--- src/rtl/matmul_pkg.sv ---
// Shared types and sizing for the 3x3 matrix-multiplier block set.
// Used by the sequencer, datapath and multiplier controller.
package matmul_pkg;

  localparam int N_DEF  = 3;
  localparam int DW_DEF = 4;
  localparam int BEATS  = N_DEF * N_DEF;

  typedef enum logic [2:0] {
    S_IDLE,
    S_CLR,
    S_LOAD_W,
    S_LOAD_X,
    S_COMPUTE,
    S_FIN
  } seq_state_t;

  function automatic int cnt_w(input int n);
    return (n < 2) ? 1 : $clog2(n);
  endfunction

endpackage

--- src/rtl/matmul_seq_ctrl_if.sv ---
// Element stream from the host into the sequencer.
// The master drives valid/data, the slave answers with ready.
interface matmul_seq_ctrl_if
  import matmul_pkg::*;
#(
  parameter int DW = DW_DEF
);

  logic          in_valid;
  logic [DW-1:0] in_data;
  logic          in_ready;

  modport master (
    output in_valid,
    output in_data,
    input  in_ready
  );

  modport slave (
    input  in_valid,
    input  in_data,
    output in_ready
  );

endinterface

--- src/rtl/matmul_beat_cnt.sv ---
// Enable/clear up-counter with a terminal-count flag at MAX-1.
// Clear wins over enable.
module matmul_beat_cnt
  import matmul_pkg::*;
#(
  parameter int MAX = BEATS,
  parameter int W   = cnt_w(MAX)
) (
  input  logic clk,
  input  logic clr,
  input  logic en,
  output logic tc
);

  logic [W-1:0] cnt;

  always_ff @(posedge clk) begin
    if (clr) begin
      cnt <= '0;
    end else if (en) begin
      cnt <= cnt + W'(1);
    end
  end

  assign tc = (cnt == W'(MAX - 1));

endmodule

--- src/rtl/matmul_seq_ctrl.sv ---
// Job sequencer: clear, load W, load X, run until done.
// Optional compute watchdog: MATMUL_SEQ_WDOG_EN.
module matmul_seq_ctrl
  import matmul_pkg::*;
#(
  parameter int N        = N_DEF,
  parameter int DW       = DW_DEF,
  parameter int WDOG_CYC = 255
) (
  input  logic          clk,
  input  logic          clear,
  input  logic          start,
  matmul_seq_ctrl_if.slave strm,
  output logic [DW-1:0] data_in,
  output logic          ldw,
  output logic          ldx,
  output logic          ld,
  output logic          clear_mem,
  output logic          clear_mac,
  input  logic          mm_done,
  output logic          busy,
  output logic          job_done,
  output logic          timeout
);

  localparam int NB = N * N;

  seq_state_t state;
  logic       loading;
  logic       beat;
  logic       beat_tc;
  logic       wdog_tc;

  assign loading       = (state == S_LOAD_W) | (state == S_LOAD_X);
  assign strm.in_ready = loading;
  assign beat          = loading & strm.in_valid;
  assign ldw           = (state == S_LOAD_W) & strm.in_valid;
  assign ldx           = (state == S_LOAD_X) & strm.in_valid;
  assign data_in       = strm.in_data;

  matmul_beat_cnt #(
    .MAX (NB),
    .W   (cnt_w(NB))
  ) u_beat (
    .clk (clk),
    .clr (clear | (state == S_CLR) | (beat & beat_tc)),
    .en  (beat),
    .tc  (beat_tc)
  );

`ifdef MATMUL_SEQ_WDOG_EN
  matmul_beat_cnt #(
    .MAX (WDOG_CYC),
    .W   (cnt_w(WDOG_CYC + 1))
  ) u_wdog (
    .clk (clk),
    .clr (clear | (state != S_COMPUTE)),
    .en  (state == S_COMPUTE),
    .tc  (wdog_tc)
  );
`else
  logic unused_wdog;
  assign unused_wdog = |WDOG_CYC;
  assign wdog_tc     = 1'b0;
`endif

  always_ff @(posedge clk) begin
    if (clear) begin
      state     <= S_IDLE;
      clear_mem <= 1'b1;
      clear_mac <= 1'b1;
      ld        <= 1'b0;
      busy      <= 1'b0;
      job_done  <= 1'b0;
      timeout   <= 1'b0;
    end else begin
      job_done <= 1'b0;
      timeout  <= 1'b0;
      case (state)
        S_IDLE: begin
          if (start) begin
            state     <= S_CLR;
            clear_mem <= 1'b1;
            clear_mac <= 1'b1;
            busy      <= 1'b1;
          end
        end
        S_CLR: begin
          state     <= S_LOAD_W;
          clear_mem <= 1'b0;
        end
        S_LOAD_W: begin
          if (beat & beat_tc) state <= S_LOAD_X;
        end
        S_LOAD_X: begin
          if (beat & beat_tc) begin
            state     <= S_COMPUTE;
            clear_mac <= 1'b0;
            ld        <= 1'b1;
          end
        end
        S_COMPUTE: begin
          // mm_done takes precedence over a simultaneous watchdog expiry
          if (mm_done) begin
            state    <= S_FIN;
            ld       <= 1'b0;
            job_done <= 1'b1;
          end else if (wdog_tc) begin
            state   <= S_IDLE;
            ld      <= 1'b0;
            busy    <= 1'b0;
            timeout <= 1'b1;
          end
        end
        S_FIN: begin
          state <= S_IDLE;
          busy  <= 1'b0;
        end
        default: begin
          state <= S_IDLE;
          busy  <= 1'b0;
          ld    <= 1'b0;
        end
      endcase
    end
  end

endmodule

--- src/flat_wrapper.sv ---
// flat-port wrapper written by rule: the top's interface ports become plain ports
module matmul_seq_ctrl_flat import matmul_pkg::*;
#(
  parameter int N        = N_DEF,
  parameter int DW       = DW_DEF,
  parameter int WDOG_CYC = 255
)
  (clk, clear, start, data_in, ldw, ldx, ld, clear_mem, clear_mac, mm_done, busy, job_done, timeout, strm_in_valid, strm_in_data, strm_in_ready);
  matmul_seq_ctrl_if #(.DW(DW)) strm_i ();
  input  logic clk;
  input  logic clear;
  input  logic start;
  output logic [DW-1:0] data_in;
  output logic ldw;
  output logic ldx;
  output logic ld;
  output logic clear_mem;
  output logic clear_mac;
  input  logic mm_done;
  output logic busy;
  output logic job_done;
  output logic timeout;
  input wire logic [$bits(strm_i.in_valid)-1:0] strm_in_valid;
  input wire logic [$bits(strm_i.in_data)-1:0] strm_in_data;
  output wire logic [$bits(strm_i.in_ready)-1:0] strm_in_ready;
  assign strm_i.in_valid = strm_in_valid;
  assign strm_i.in_data = strm_in_data;
  assign strm_in_ready = strm_i.in_ready;
  matmul_seq_ctrl #(.N(N), .DW(DW), .WDOG_CYC(WDOG_CYC)) u_core (.clk(clk), .clear(clear), .start(start), .strm(strm_i), .data_in(data_in), .ldw(ldw), .ldx(ldx), .ld(ld), .clear_mem(clear_mem), .clear_mac(clear_mac), .mm_done(mm_done), .busy(busy), .job_done(job_done), .timeout(timeout));
endmodule
--- config.mk ---
export PLATFORM = sky130hd
export DESIGN_NAME = matmul_seq_ctrl_flat
export DESIGN_NICKNAME = d
export VERILOG_FILES = /design/src/rtl/matmul_pkg.sv /design/src/rtl/matmul_seq_ctrl_if.sv /design/src/rtl/matmul_beat_cnt.sv /design/src/rtl/matmul_seq_ctrl.sv /design/src/flat_wrapper.sv
export SDC_FILE = /design/constraint.sdc
export NUM_CORES = 1
export LEC_CHECK = 0
export ABC_AREA = 1
export CAP_MARGIN = 20
export CORE_UTILIZATION = 46
export CTS_BUF_LIST = sky130_fd_sc_hd__clkbuf_2
export CTS_CLUSTER_SIZE = 16
export DETAILED_ROUTE_END_ITERATION = 7
export PLACE_DENSITY = 0.8
export SYNTH_ARGS = -nofsm -noshare
export SYNTH_HDL_FRONTEND = slang
export SYNTH_SLANG_ARGS = --single-unit
export TNS_END_PERCENT = 100
--- constraint.sdc ---
create_clock -name clk -period 1.4 [get_ports clk]
set_clock_uncertainty 0.15 [all_clocks]
set_input_delay 0.28 -clock clk [delete_from_list [all_inputs] [get_ports clk]]
set_output_delay 0.28 -clock clk [all_outputs]
set_load 0.02 [all_outputs]
Yosys cells after proc, flatten, opt, wreduce, memory -nomap -nowiden
Index checks and enable logic that the tools add are counted.
{ "word_totals": {"regBits": 12, "out_inout_bits": 13, "input_bits": 9, "elab_cells": 53} }
{ "classes": {"addsub": 1, "bitwise": 10, "eq_ne": 10, "n_reduce_logical": 11, "n_mux": 14} }
{ "op_table": {"columns": ["op", "n"], "rows": [
  ["case mux 3 bit (5 select lines)", 1],
  ["two-way mux 3 bit", 4],
  ["!= test 2 bit (second input constant)", 4],
  ["OR reduction 4 bit", 2],
  ["equality test 3 x 2 -> 1 bit (second input constant)", 2],
  ["equality test 3 bit (second input constant)", 2],
  ["case mux 1 bit (2 select lines)", 3],
  ["AND reduction 3 bit", 2],
  ["two-way mux 1 bit", 5],
  ["adder 4 x 1 -> 4 bit (second input constant)", 1],
  ["AND 1 bit", 4],
  ["equality test 4 bit (second input constant)", 1],
  ["AND reduction 2 bit", 2],
  ["AND reduction 4 bit", 1],
  ["nonzero test 2 bit", 2],
  ["equality test 3 x 1 -> 1 bit (second input constant)", 1],
  ["logical NOT 3 bit", 1],
  ["NOT 1 bit", 3],
  ["bitwise OR 1 bit", 3],
  ["case mux 1 bit (3 select lines)", 1],
  ["OR reduction 2 bit", 1]
]} }

Longest topological paths before layout
{ "logic_depth": {"depth_word": 6, "ltp_mapped": 8, "depth_no_buf": 8} }

Hierarchy
Synthesis repeated with hierarchy kept, for this count alone.
{ "hier_totals": {"hier_cells": 94, "hier_area_um2": 648.1} }
{ "modules_own_cells": {"columns": ["mod", "cells_per_inst", "seq_area_each_um2", "area_per_inst_um2", "instances"], "rows": [
  ["matmul_seq_ctrl", 67, 160.2, 452.9, 1],
  ["matmul_beat_cnt", 27, 80.1, 195.2, 1]
]} }

Worst setup path before layout
Ideal clock, no wire load.
{ "synth_timing": {"path_kind": "register to register", "from": "register u_core.state[0]", "to": "register u_core.clear_mac", "required_ps": 1125, "setup_time_ps": 125, "stages_incl_launch_ff": 6, "slack_ps": -13, "arrival_ps": 1138, "period_less_slack_ps": 1413, "path_buffers": 0, "path_cell_list": "dfxtp_1 nand3_2 nor2_1 nand2_1 nand2_1 nand3_1"} }
{ "synth_via": {"elab_chain_cells": 6, "word_cells_on_any_way": 11, "classes_between": "eq/ne (4); mux (1); bitwise (3); reduce/logical (3)"} }
{ "synth_lines": {"columns": ["element", "line_no", "rtl"], "rows": [
  ["from (decl)", "matmul_seq_ctrl.sv:28", "seq_state_t state;"],
  ["from (signal assigned)", "matmul_seq_ctrl.sv:69", "state <= S_IDLE;"],
  ["from (signal assigned)", "matmul_seq_ctrl.sv:82", "state <= S_CLR;"],
  ["from (signal assigned)", "matmul_seq_ctrl.sv:89", "state <= S_LOAD_W;"],
  ["equality test 3 x 2 -> 1 bit, on equally long branches", "matmul_seq_ctrl.sv:34, matmul_seq_ctrl.sv:79", null],
  ["bitwise OR 1 bit", "matmul_seq_ctrl.sv:34", "assign loading = (state == S_LOAD_W) | (state == S_LOAD_X);"],
  ["AND 1 bit", "matmul_seq_ctrl.sv:36", "assign beat = loading & strm.in_valid;"],
  ["AND 1 bit", "matmul_seq_ctrl.sv:96", "if (beat & beat_tc) begin"],
  ["!= test 2 bit (no source line)", null, null],
  ["AND reduction 3 bit (no source line)", null, null],
  ["to (signal assigned)", "matmul_seq_ctrl.sv:71", "clear_mac <= 1'b1;"],
  ["to (signal assigned)", "matmul_seq_ctrl.sv:84", "clear_mac <= 1'b1;"],
  ["to (signal assigned)", "matmul_seq_ctrl.sv:98", "clear_mac <= 1'b0;"],
  ["to (decl)", "matmul_seq_ctrl.sv:19", "output logic clear_mac,"]
]} }
Several ways; a longest one is shown, not always the timed one.
A chain may end at the register's enable or synchronous reset.

Worst setup path in the final report
{ "layout_timing": {"from": "register u_core.state[2]", "to": "output port ldx"} }
{ "layout_via": {"elab_chain_cells": 2} }
{ "layout_lines": {"columns": ["element", "line_no", "rtl"], "rows": [
  ["equality test 3 x 2 -> 1 bit", "matmul_seq_ctrl.sv:38", "assign ldx = (state == S_LOAD_X) & strm.in_valid;"],
  ["AND 1 bit", "matmul_seq_ctrl.sv:38", null],
  ["to (decl)", "flat_wrapper.sv:15", "output logic ldx;"]
]} }
No other way between the ends.

==> metrics <==
status complete, but fails checks; failing checks negative setup slack; RSZ-0062 raised after global routing true; PwrDens 1500 nW/um2; CP endpoint kind output port; placed cells 130; Routed WL 1670 um; worst path arrival time 1100 ps; row count 13; post-route insts no fill 136; vias in the first global route 567; Adder-Cell Fraction of Synth Area 3.68%; I/O pin cnt 22; die area 1630 um2; register area share after synthesis 35.4%; fin crit share 110%; Final Cell Area 1020 um2; clock power share 12.9%; final max-slew violation count 0; Crit Path Class flip-flop to output port; worst hold path class flip-flop to flip-flop; DP HPWL 1130 um; clock sink count 12; Die W 40.4 um; first-pass GRT wire length 2310 um; Clock Latency Late Sink 290 ps; clk buf depth 2; global-route usage over all layers 22.0%; Core Footprint 1330 um2; final core occ 76.3%; H-Tree Depth 1; TritonCTS clock tree done; Fin. Hold Viols 0; post-synthesis compound-gate area fraction 10.3%; post-synthesis average cell area 7.31 um2; post-route setup slack -135 ps; Leak Pwr 0.484 nW; Max VDD drop 0.800 mV; layout cell share with drive strength beyond 1 46.3%; Vias/cell 4.96; R2R Setup Slk 30 ps; mux contribution to synthesized area 0%; routed vias 675; Setup crit end ldx; I/O Buffers 12; Final setup viols 3; largest family of logic cells by synthesized area simple AND/OR/NAND/NOR gates; Die Ht 40.4 um; Syn Std Cell Area 679 um2; Syn Inst Count 93; r2r endpoint u_core.state[0]$_SDFFE_PP0P_; sw frac 42.7%; Simple-Gate Fraction of Synth Area 30.8%; Routed Antenna Nets 0; root buf cell clkbuf_2; Synthesis Warnings 0; initial core utilization 50.9%; Max-cap violations 0; Critical Path RT 970 ps; GR Overflow Total 0; Pre-Repair DR Iteration Count 5; post-route DRC violation count 0; drt wl/cell 12.2 um; initial DRC count 27; #FFs+latches synth 12; crit path time final 1530 ps; RePlAce Congestion 0.839; largest net degree at the start of global routing 8; area grow syn2layout 49.7%; Max Clock Freq 652 MHz; worst-path fanout max 4; dpl cell area 896 um2; CTS Buf Count 3; Netlist cell types 22; crit path launch type flip-flop; Sequential Power Share 31.2%; Antenna Diode Count 0; Internal 873 uW; initial antenna violation count 0; post-synth net total 104; Comb pwr share 55.9%; origin of the worst setup path u_core.state[2]$_SDFFE_PP0P_; CTS clk-pin slew, worst paths 140 ps; pre-CTS worst setup slack -597 ps; Synth Area in XOR/XNOR 3.87%; Worst Hold Path Cells 2; switching power 651 uW; worst r2r src u_core.state[1]$_SDFFE_PP0P_; Post-CTS Hold Buffers 0; R2R depth 8; final net count 133
-- cells in the mapped netlist --
| master | n | area, um2 |
|---|---|---|
| a21oi_1 | 4 | 20.0 |
| a21oi_2 | 1 | 8.76 |
| buf_4 | 5 | 37.5 |
| conb_1 | 1 | 3.75 |
| dfxtp_1 | 12 | 240 |
| ha_1 | 2 | 25.0 |
| inv_1 | 15 | 56.3 |
| inv_2 | 3 | 11.3 |
| nand2_1 | 17 | 63.8 |
| nand2_4 | 2 | 22.5 |
| nand3_1 | 9 | 45.0 |
| nand3_2 | 3 | 30.0 |
| nand3b_1 | 1 | 7.51 |
| nor2_1 | 6 | 22.5 |
| nor2_2 | 2 | 12.5 |
| nor3_1 | 1 | 5.00 |
| o21ai_0 | 2 | 10.0 |
| o21ai_1 | 1 | 5.00 |
| o21ai_2 | 2 | 17.5 |
| o221ai_1 | 1 | 8.76 |
| xnor2_1 | 2 | 17.5 |
| xor2_1 | 1 | 8.76 |
-- worst min-delay path by stage --
stage	startpoint	endpoint	slack, ps
after CTS	u_core.clear_mac$_SDFFE_PP1P_	u_core.clear_mac$_SDFFE_PP1P_	340
after floorplan	clear	u_core.ld$_SDFFE_PP0P_	200
after detailed placement	u_core.clear_mac$_SDFFE_PP1P_	u_core.clear_mac$_SDFFE_PP1P_	300
after global placement	u_core.clear_mac$_SDFFE_PP1P_	u_core.clear_mac$_SDFFE_PP1P_	300
final	u_core.clear_mac$_SDFFE_PP1P_	u_core.clear_mac$_SDFFE_PP1P_	340
after global routing	u_core.clear_mac$_SDFFE_PP1P_	u_core.clear_mac$_SDFFE_PP1P_	360
-- sequential cells by signal (all words and copies together), names as in the netlist --
register           flops
u_core.u_beat.cnt      4
u_core.state           3
u_core.ld              1
u_core.clear_mem       1
u_core.clear_mac       1
u_core.job_done        1
u_core.busy            1
-- layer usage --
layer	GRT usage [%]	vias to the layer above	wire length, um
li1	-	343	-
met1	25.1	306	679
met2	37.3	21	869
met3	5.00	5	80
met4	11.7	0	36
met5	0	-	0
-- stage by stage --
step                setup TNS, ps  power, mW  hold slack, ps
finish                       -327       1.52             343
floorplan                       0      0.855             199
global placement            -3020       1.14             303
detailed placement          -3240       1.17             303
CTS                          -381       1.41             335
global route                 -468       1.62             361
-- placed cells by master (no fill, tap or decap), drive strengths merged --
cell / count
nand2: 19
dfxtp: 12
ha: 2
o221ai: 1
clkinv: 1
nand3: 12
nor2: 8
nand3b: 1
clkdlybuf4s15: 1
a21oi: 5
nor3: 1
inv: 18
buf: 20
clkbuf: 7
o21ai: 5
xnor2: 2
xor2: 1
clkdlybuf4s50: 4
conb: 1
-- what timing repair did --
action | CTS | global route
pin swaps | 0 | 12
setup endpoints to repair | 9 | 16
resized for setup | 30 | 32
buffers inserted | 1 | 2
-- critical path: stages (launching register included) --
cell	delay, ps
dfxtp_2	360
inv_4	80
nand3_4	110
nor2_4	140
buf_6	120
-- power groups by stage --
stage / Clock [mW] / Combinational [mW] / Sequential [mW]
floorplan: 0 / 0.371 / 0.484
global placement: 0 / 0.694 / 0.447
detailed placement: 0 / 0.716 / 0.453
CTS: 0.190 / 0.762 / 0.457
global route: 0.211 / 0.923 / 0.486
finish: 0.196 / 0.852 / 0.476
-- logic make-up after synthesis --
logic type,Yosys count
AND/OR/NAND/NOR,41
XOR/XNOR,3
other,1
buffers and inverters,23
flip-flops,12
adder cells (fa/ha/maj),2
AO/OA/AOI/OAI,11
-- final cells by class --
class	instances	area [um2]
tap	15	18.8
timing repair buffer	29	239
fill	102	317
multi-input combinational	58	412
inverter	18	75.1
clock inverter	1	3.75
clock buffer	3	15.0
sequential	12	254
(Power assumes the default switching activity.)
